==> src/rtl/fir_coef_loader.sv <==
// fir_coef_loader: assembles seven 16-bit FIR coefficients from an MCU byte
// stream into shadow registers and copies the whole set to the active outputs
// atomically on a filter sample boundary once a commit has been requested.
//
// Frame format: command byte {4'hA, index}. Index 0..6 is followed by a high
// data byte and a low data byte. Index 4'hF requests a commit. Anything else
// is a protocol error. A stalled frame is abandoned after TIMEOUT_CYCLES idle
// cycles between bytes.
module fir_coef_loader #(
  parameter int          NUM_TAPS       = 7,
  parameter logic [15:0] DEFAULT_COEF   = 16'd1000,
  parameter int          TIMEOUT_CYCLES = 1000
) (
  input  logic        clk,
  input  logic        rst,
  input  logic        wr_en,
  input  logic [7:0]  wr_data,
  input  logic        sample_tick,
  output logic [15:0] coef_0,
  output logic [15:0] coef_1,
  output logic [15:0] coef_2,
  output logic [15:0] coef_3,
  output logic [15:0] coef_4,
  output logic [15:0] coef_5,
  output logic [15:0] coef_6,
  output logic        commit_pending,
  output logic        coef_updated,
  output logic        frame_err
);

  localparam int             CNT_W    = $clog2(TIMEOUT_CYCLES);
  localparam logic [CNT_W-1:0] TO_LAST = CNT_W'(TIMEOUT_CYCLES - 1);
  localparam logic [3:0]     CMD_TAG  = 4'hA;
  localparam logic [3:0]     IDX_CMT  = 4'hF;
  localparam logic [3:0]     IDX_LAST = 4'(NUM_TAPS - 1);

  typedef enum logic [1:0] {
    S_IDLE   = 2'd0,
    S_GET_HI = 2'd1,
    S_GET_LO = 2'd2
  } state_t;

  state_t           r_state;
  state_t           w_state_next;
  logic [3:0]       r_index;
  logic [3:0]       w_index_next;
  logic [7:0]       r_hold;
  logic [7:0]       w_hold_next;
  logic [CNT_W-1:0] r_cnt;
  logic [CNT_W-1:0] w_cnt_next;
  logic             w_err;
  logic             w_commit_cmd;
  logic             w_shadow_we;
  logic             w_do_copy;

  logic             r_commit_pending;
  logic             r_coef_updated;
  logic             r_frame_err;

  logic [15:0]      r_shadow [NUM_TAPS];
  logic [15:0]      r_active [NUM_TAPS];

  // A copy happens only when a commit is already pending at the tick edge;
  // the active registers therefore see shadow values from before this edge.
  assign w_do_copy = sample_tick & r_commit_pending;

  // Frame decoder: next state, byte latches, timeout counter and event strobes.
  always_comb begin
    w_state_next = r_state;
    w_index_next = r_index;
    w_hold_next  = r_hold;
    w_cnt_next   = r_cnt;
    w_err        = 1'b0;
    w_commit_cmd = 1'b0;
    w_shadow_we  = 1'b0;

    case (r_state)
      S_IDLE: begin
        w_cnt_next = '0;
        if (wr_en) begin
          if (wr_data[7:4] != CMD_TAG) begin
            w_err = 1'b1;
          end else if (wr_data[3:0] <= IDX_LAST) begin
            w_index_next = wr_data[3:0];
            w_state_next = S_GET_HI;
          end else if (wr_data[3:0] == IDX_CMT) begin
            w_commit_cmd = 1'b1;
          end else begin
            w_err = 1'b1;
          end
        end
      end

      S_GET_HI: begin
        if (wr_en) begin
          // A byte in the final counted cycle still wins over the timeout.
          w_hold_next  = wr_data;
          w_state_next = S_GET_LO;
          w_cnt_next   = '0;
        end else if (r_cnt == TO_LAST) begin
          w_state_next = S_IDLE;
          w_err        = 1'b1;
          w_cnt_next   = '0;
        end else begin
          w_cnt_next = r_cnt + 1'b1;
        end
      end

      S_GET_LO: begin
        if (wr_en) begin
          w_shadow_we  = 1'b1;
          w_state_next = S_IDLE;
          w_cnt_next   = '0;
        end else if (r_cnt == TO_LAST) begin
          w_state_next = S_IDLE;
          w_err        = 1'b1;
          w_cnt_next   = '0;
        end else begin
          w_cnt_next = r_cnt + 1'b1;
        end
      end

      default: begin
        w_state_next = S_IDLE;
        w_cnt_next   = '0;
      end
    endcase
  end

  // Control registers: FSM state, latches, commit handshake and status pulses.
  always_ff @(posedge clk) begin
    if (rst) begin
      r_state          <= S_IDLE;
      r_index          <= '0;
      r_hold           <= '0;
      r_cnt            <= '0;
      r_commit_pending <= 1'b0;
      r_coef_updated   <= 1'b0;
      r_frame_err      <= 1'b0;
    end else begin
      r_state        <= w_state_next;
      r_index        <= w_index_next;
      r_hold         <= w_hold_next;
      r_cnt          <= w_cnt_next;
      r_frame_err    <= w_err;
      r_coef_updated <= w_do_copy;
      // A fresh commit request always leaves pending set, even if a copy of
      // the older request happens on this same edge.
      if (w_commit_cmd) begin
        r_commit_pending <= 1'b1;
      end else if (w_do_copy) begin
        r_commit_pending <= 1'b0;
      end
    end
  end

  genvar gi;
  generate
    for (gi = 0; gi < NUM_TAPS; gi++) begin : g_tap
      logic w_tap_we;
      assign w_tap_we = w_shadow_we && (r_index == 4'(gi));

      // Shadow coefficient: written only when a complete frame finishes.
      always_ff @(posedge clk) begin
        if (rst) begin
          r_shadow[gi] <= DEFAULT_COEF;
        end else if (w_tap_we) begin
          r_shadow[gi] <= {r_hold, wr_data};
        end
      end

      // Active coefficient: takes the shadow value on a committed sample tick.
      always_ff @(posedge clk) begin
        if (rst) begin
          r_active[gi] <= DEFAULT_COEF;
        end else if (w_do_copy) begin
          r_active[gi] <= r_shadow[gi];
        end
      end
    end
  endgenerate

  assign coef_0         = r_active[0];
  assign coef_1         = r_active[1];
  assign coef_2         = r_active[2];
  assign coef_3         = r_active[3];
  assign coef_4         = r_active[4];
  assign coef_5         = r_active[5];
  assign coef_6         = r_active[6];
  assign commit_pending = r_commit_pending;
  assign coef_updated   = r_coef_updated;
  assign frame_err      = r_frame_err;

endmodule

==> config.mk <==
export PLATFORM = sky130hd
export DESIGN_NAME = fir_coef_loader
export DESIGN_NICKNAME = d
export VERILOG_FILES = /design/src/rtl/fir_coef_loader.sv
export SDC_FILE = /design/constraint.sdc
export NUM_CORES = 1
export LEC_CHECK = 0
export CAP_MARGIN = 25
export CORE_MARGIN = 3
export CORE_UTILIZATION = 49
export DETAILED_ROUTE_END_ITERATION = 12
export GPL_ROUTABILITY_DRIVEN = 0
export PLACE_DENSITY = 0.75
export SYNTH_ARGS = -nofsm -noshare
export SYNTH_HDL_FRONTEND = slang
export SYNTH_SLANG_ARGS = --single-unit
==> constraint.sdc <==
create_clock -name clk -period 4.4 [get_ports clk]
set_clock_uncertainty 0.05 [all_clocks]
set_input_delay 0.44 -clock clk [delete_from_list [all_inputs] [get_ports clk]]
set_output_delay 0.44 -clock clk [all_outputs]
set_load 0.01 [all_outputs]
==> summary.md <==
| Metric | Value |
|---|---|
| Outcome | complete, no violations |
| Post-CTS resize count | 0 |
| Core box area | 18960 µm² |
| Largest net degree at the start of global routing | roughly 70 |
| Hold_buf cts | 0 |
| Startpoint Class | primary input |
| Combinational family with the most area after synthesis | simple AND/OR/NAND/NOR gates |
| Compound-cell area share of the yosys netlist | 0.01562 |
| Netlist cell types | 37 |
| F_max | 377.4 MHz |
| DP Wirelength | 12.11 mm |
| Post-DP Area | 11160 µm² |
| Worst Setup SP | wr_en |
| Dpl ws | 1282 ps |
| Vias in the first global route | 5194 |
| Syn. warnings | 0 |
| Final net count | 783 |
| Initial antenna violation count | 0 |
| Clk slew on worst S/H paths | approximately 60 ps |
| Final setup violation count | 0 |
| RR Startpoint | r_state[0]$_SDFFE_PP0P_ |
| Post-Synthesis Cells | 635 |
| CP Max Fanout | 17 |
| Share of cells above drive strength 1 | 0.07526 |
| Mapped Nets | 652 |
| Mux contribution to synthesized area | 0.004166 |
| Synth Area in XOR/XNOR | 0.008201 |
| Simple-gate share of the synthesized area | 0.1933 |
| Leak | 3.892 nW |
| Ant. Diodes | 0 |
| Mapped Area | 9612 µm² |
| DRC Markers | 0 |
| Root Buffer | clkbuf_16 |
| IO Port Bufs | roughly 130 |
| Adder-cell area share of the yosys netlist | 0.006509 |
| TritonCTS buffer count | 25 |
| Number of setup buffers added after CTS | 0 |
| Total Routed Length | roughly 18 mm |
| Final WS setup | about 1800 ps |
| Critical Path RT | between 4000 and 5000 ps |
| Later-pin clock latency in the skew report | 510 ps |
| Worst Hold Class | register to register |
| Layout Utilization | 0.6339 |
| Routed Antenna Nets | 0 |
| Fillers | 1323 |
| Crit-path max cell delay | a little over 800 ps |
| Vias | 5236 |
| Largest area contributor in the netlist | edfxtp_1 |
| Area delta synth->final | 25.02% |
| Tmin final | between 2000 and 3000 ps |
| Die area | approximately 21000 µm² |
| Final hold vios | 0 |
| Pre-antenna DRT Iters | 4 |
| Crit path kind | primary input to register |
| Post-route cell area | 12020 µm² |
| CP bufs+invs | 2 |
| Critical path's slowest cell | clkdlybuf4s50_1 |
| Multi-input combinational cell area | 2208 µm² |
| Seq/Total Area, Yosys | 0.7561 |
| Maximum vdd drop | 0.2847 mV |
| Clock tree buffer depth | 3 |
| Crit path max-delay family | buffers and inverters |
| Setup crit end kind | register |
| First-pass GRT wire length | about 29 mm |
| Setup TNS Final | 0 ps |
| DRT iter0 DRCs | 288 |
| Sequential Area | between 7000 and 8000 µm² |
| Period utilization | 0.6022 |
| Gr usage total | 0.1702 |
| Crit path cell chain | clkdlybuf4s50_1 > nand3b_1 > or3_1 > o21bai_1 > buf_4 |
| CTS tree | yes |
| Synth top area cells | edfxtp_1 (70%), and2_1 (9.1%), dfxtp_1 (5.6%) |
| GRT overflow | 0 |
| H-tree depth | 1 |
| Die X | 146.1 µm |
| Worst Hold Launch | r_cnt[0]$_SDFF_PP0_ |
| Row count | 50 |
| Measured slew at the worst slew-check pin | 877.4 ps |
| Routed vias/inst | 5.015 |
| I/O Pins | 127 |
| Final Slew Violations | 0 |
| Power per Cell Area | between 400 and 500 nW/µm² |
| Register bit total from synthesis | around 250 |
| Die extent in y | 146.1 µm |
| Slew headroom | 0.4147 |
| RSZ-0062 raised after global routing | false |
| Initial cell density of the core | 0.5071 |
| Num Clock Sinks | roughly 250 |
| Hold_ws | 425.5 ps |
| Share of the synthesized area in the top cell type | 0.6998 |
| Max-cap viol count | 0 |
| Synth Area per Inst | 15.14 µm² |
| CP Data Arrival Time | 2810 ps |
| Routed WL per cell | about 17 µm |
-- metal layers --
metal	track usage	share of wire
met4	0.06115	0.025
met2	0.3052	0.53
met1	0.2054	0.39
met3	0.03352	0.058
met5	0	0
-- cells by family (layout without fill, tap and decap cells) --
group	after synthesis	after routing
AO/OA/AOI/OAI	23	23
multiplexers	4	4
flip-flops	251	251
adder cells (fa/ha/maj)	5	5
XOR/XNOR	9	9
buffers and inverters	38	187
AND/OR/NAND/NOR	305	305
-- flip-flops by register name, summed over array words and instances (netlist names) --
signal          count
r_active          112
r_shadow          112
r_cnt              10
r_hold              8
r_index             4
r_state             2
coef_updated        1
commit_pending      1
frame_err           1
-- power breakdown --
part | leakage, nW | switching, W | internal [W] | total, W
clock | 0.409 | 0.000833 | 0.00128 | 0.00212
sequential | 2.23 | 0.0000153 | 0.00263 | 0.00265
combinational | 1.25 | 0.0000953 | 0.0000608 | 0.000156
-- through the flow --
step / cells / power [W]
floorplan: 635 / 0.002763
global placement: 998 / 0.002848
detailed placement: 998 / 0.002854
CTS: 1043 / 0.004951
global route: 1044 / 0.005070
finish: 1044 / 0.004919
-- area by class of cell --
| class | count | share of cell area |
|---|---|---|
| Multi-Input combinational cell | 346 | 0.1838 |
| Clock buffer | 33 | 0.05789 |
| Sequential cell | 251 | 0.6047 |
| Clock inverter | 12 | 0.01145 |
| Inverter | 5 | 0.001562 |
| Tap cell | 260 | 0.02707 |
| Timing Repair Buffer | 137 | 0.1135 |
-- worst paths after layout --
path | to | slack, ps | cells past startpoint
worst min register to register | r_cnt[0]$_SDFF_PP0_ | 430 | 1
worst max-delay path | r_shadow[2][11]$_SDFFCE_PN0P_ | 1750 | 5
worst min-delay path | r_cnt[0]$_SDFF_PP0_ | 430 | 1
worst max register to register | r_shadow[2][11]$_SDFFCE_PN0P_ | 1880 | 6
-- layout by cell type, fill, tap and decap left out, drive strengths merged, types with 12 or more instances in the layout --
master	count
edfxtp	224
and2	140
clkdlybuf4s50	125
or3	63
clkbuf	33
dfxtp	27
nor2	23
nand2	16
nand2b	16
nand3	14
or2b	12
buf	12
-- worst register-to-register path, cell delays in order (launching register included) --
cell and delay (ps):
dfxtp_1 330, inv_1 110, ha_1 240, nand3b_1 100
or3_1 490, o21bai_1 580, buf_4 310
-- cells in the mapped netlist --
master	instances
nor2_1	23
nand2_1	16
and3_1	1
dfxtp_1	27
edfxtp_1	224
nand3_1	14
and4bb_2	1
and2_1	140
mux2i_1	4
nor3b_1	1
or2_2	1
xor2_1	3
nor3_1	5
a2111o_1	1
inv_1	5
o211ai_1	1
a21oi_1	10
clkbuf_1	25
nor3_4	4
a311oi_1	1
buf_4	1
nand4b_1	2
or3_1	63
buf_2	5
nand4_1	2
nand3b_1	1
o31ai_1	1
ha_1	5
o21ai_0	1
a21boi_0	1
nor2b_1	2
nand2b_1	16
xnor2_1	6
or2b_1	12
and3b_1	1
clkbuf_2	2
o21bai_1	7
(Power assumes the default switching activity.)
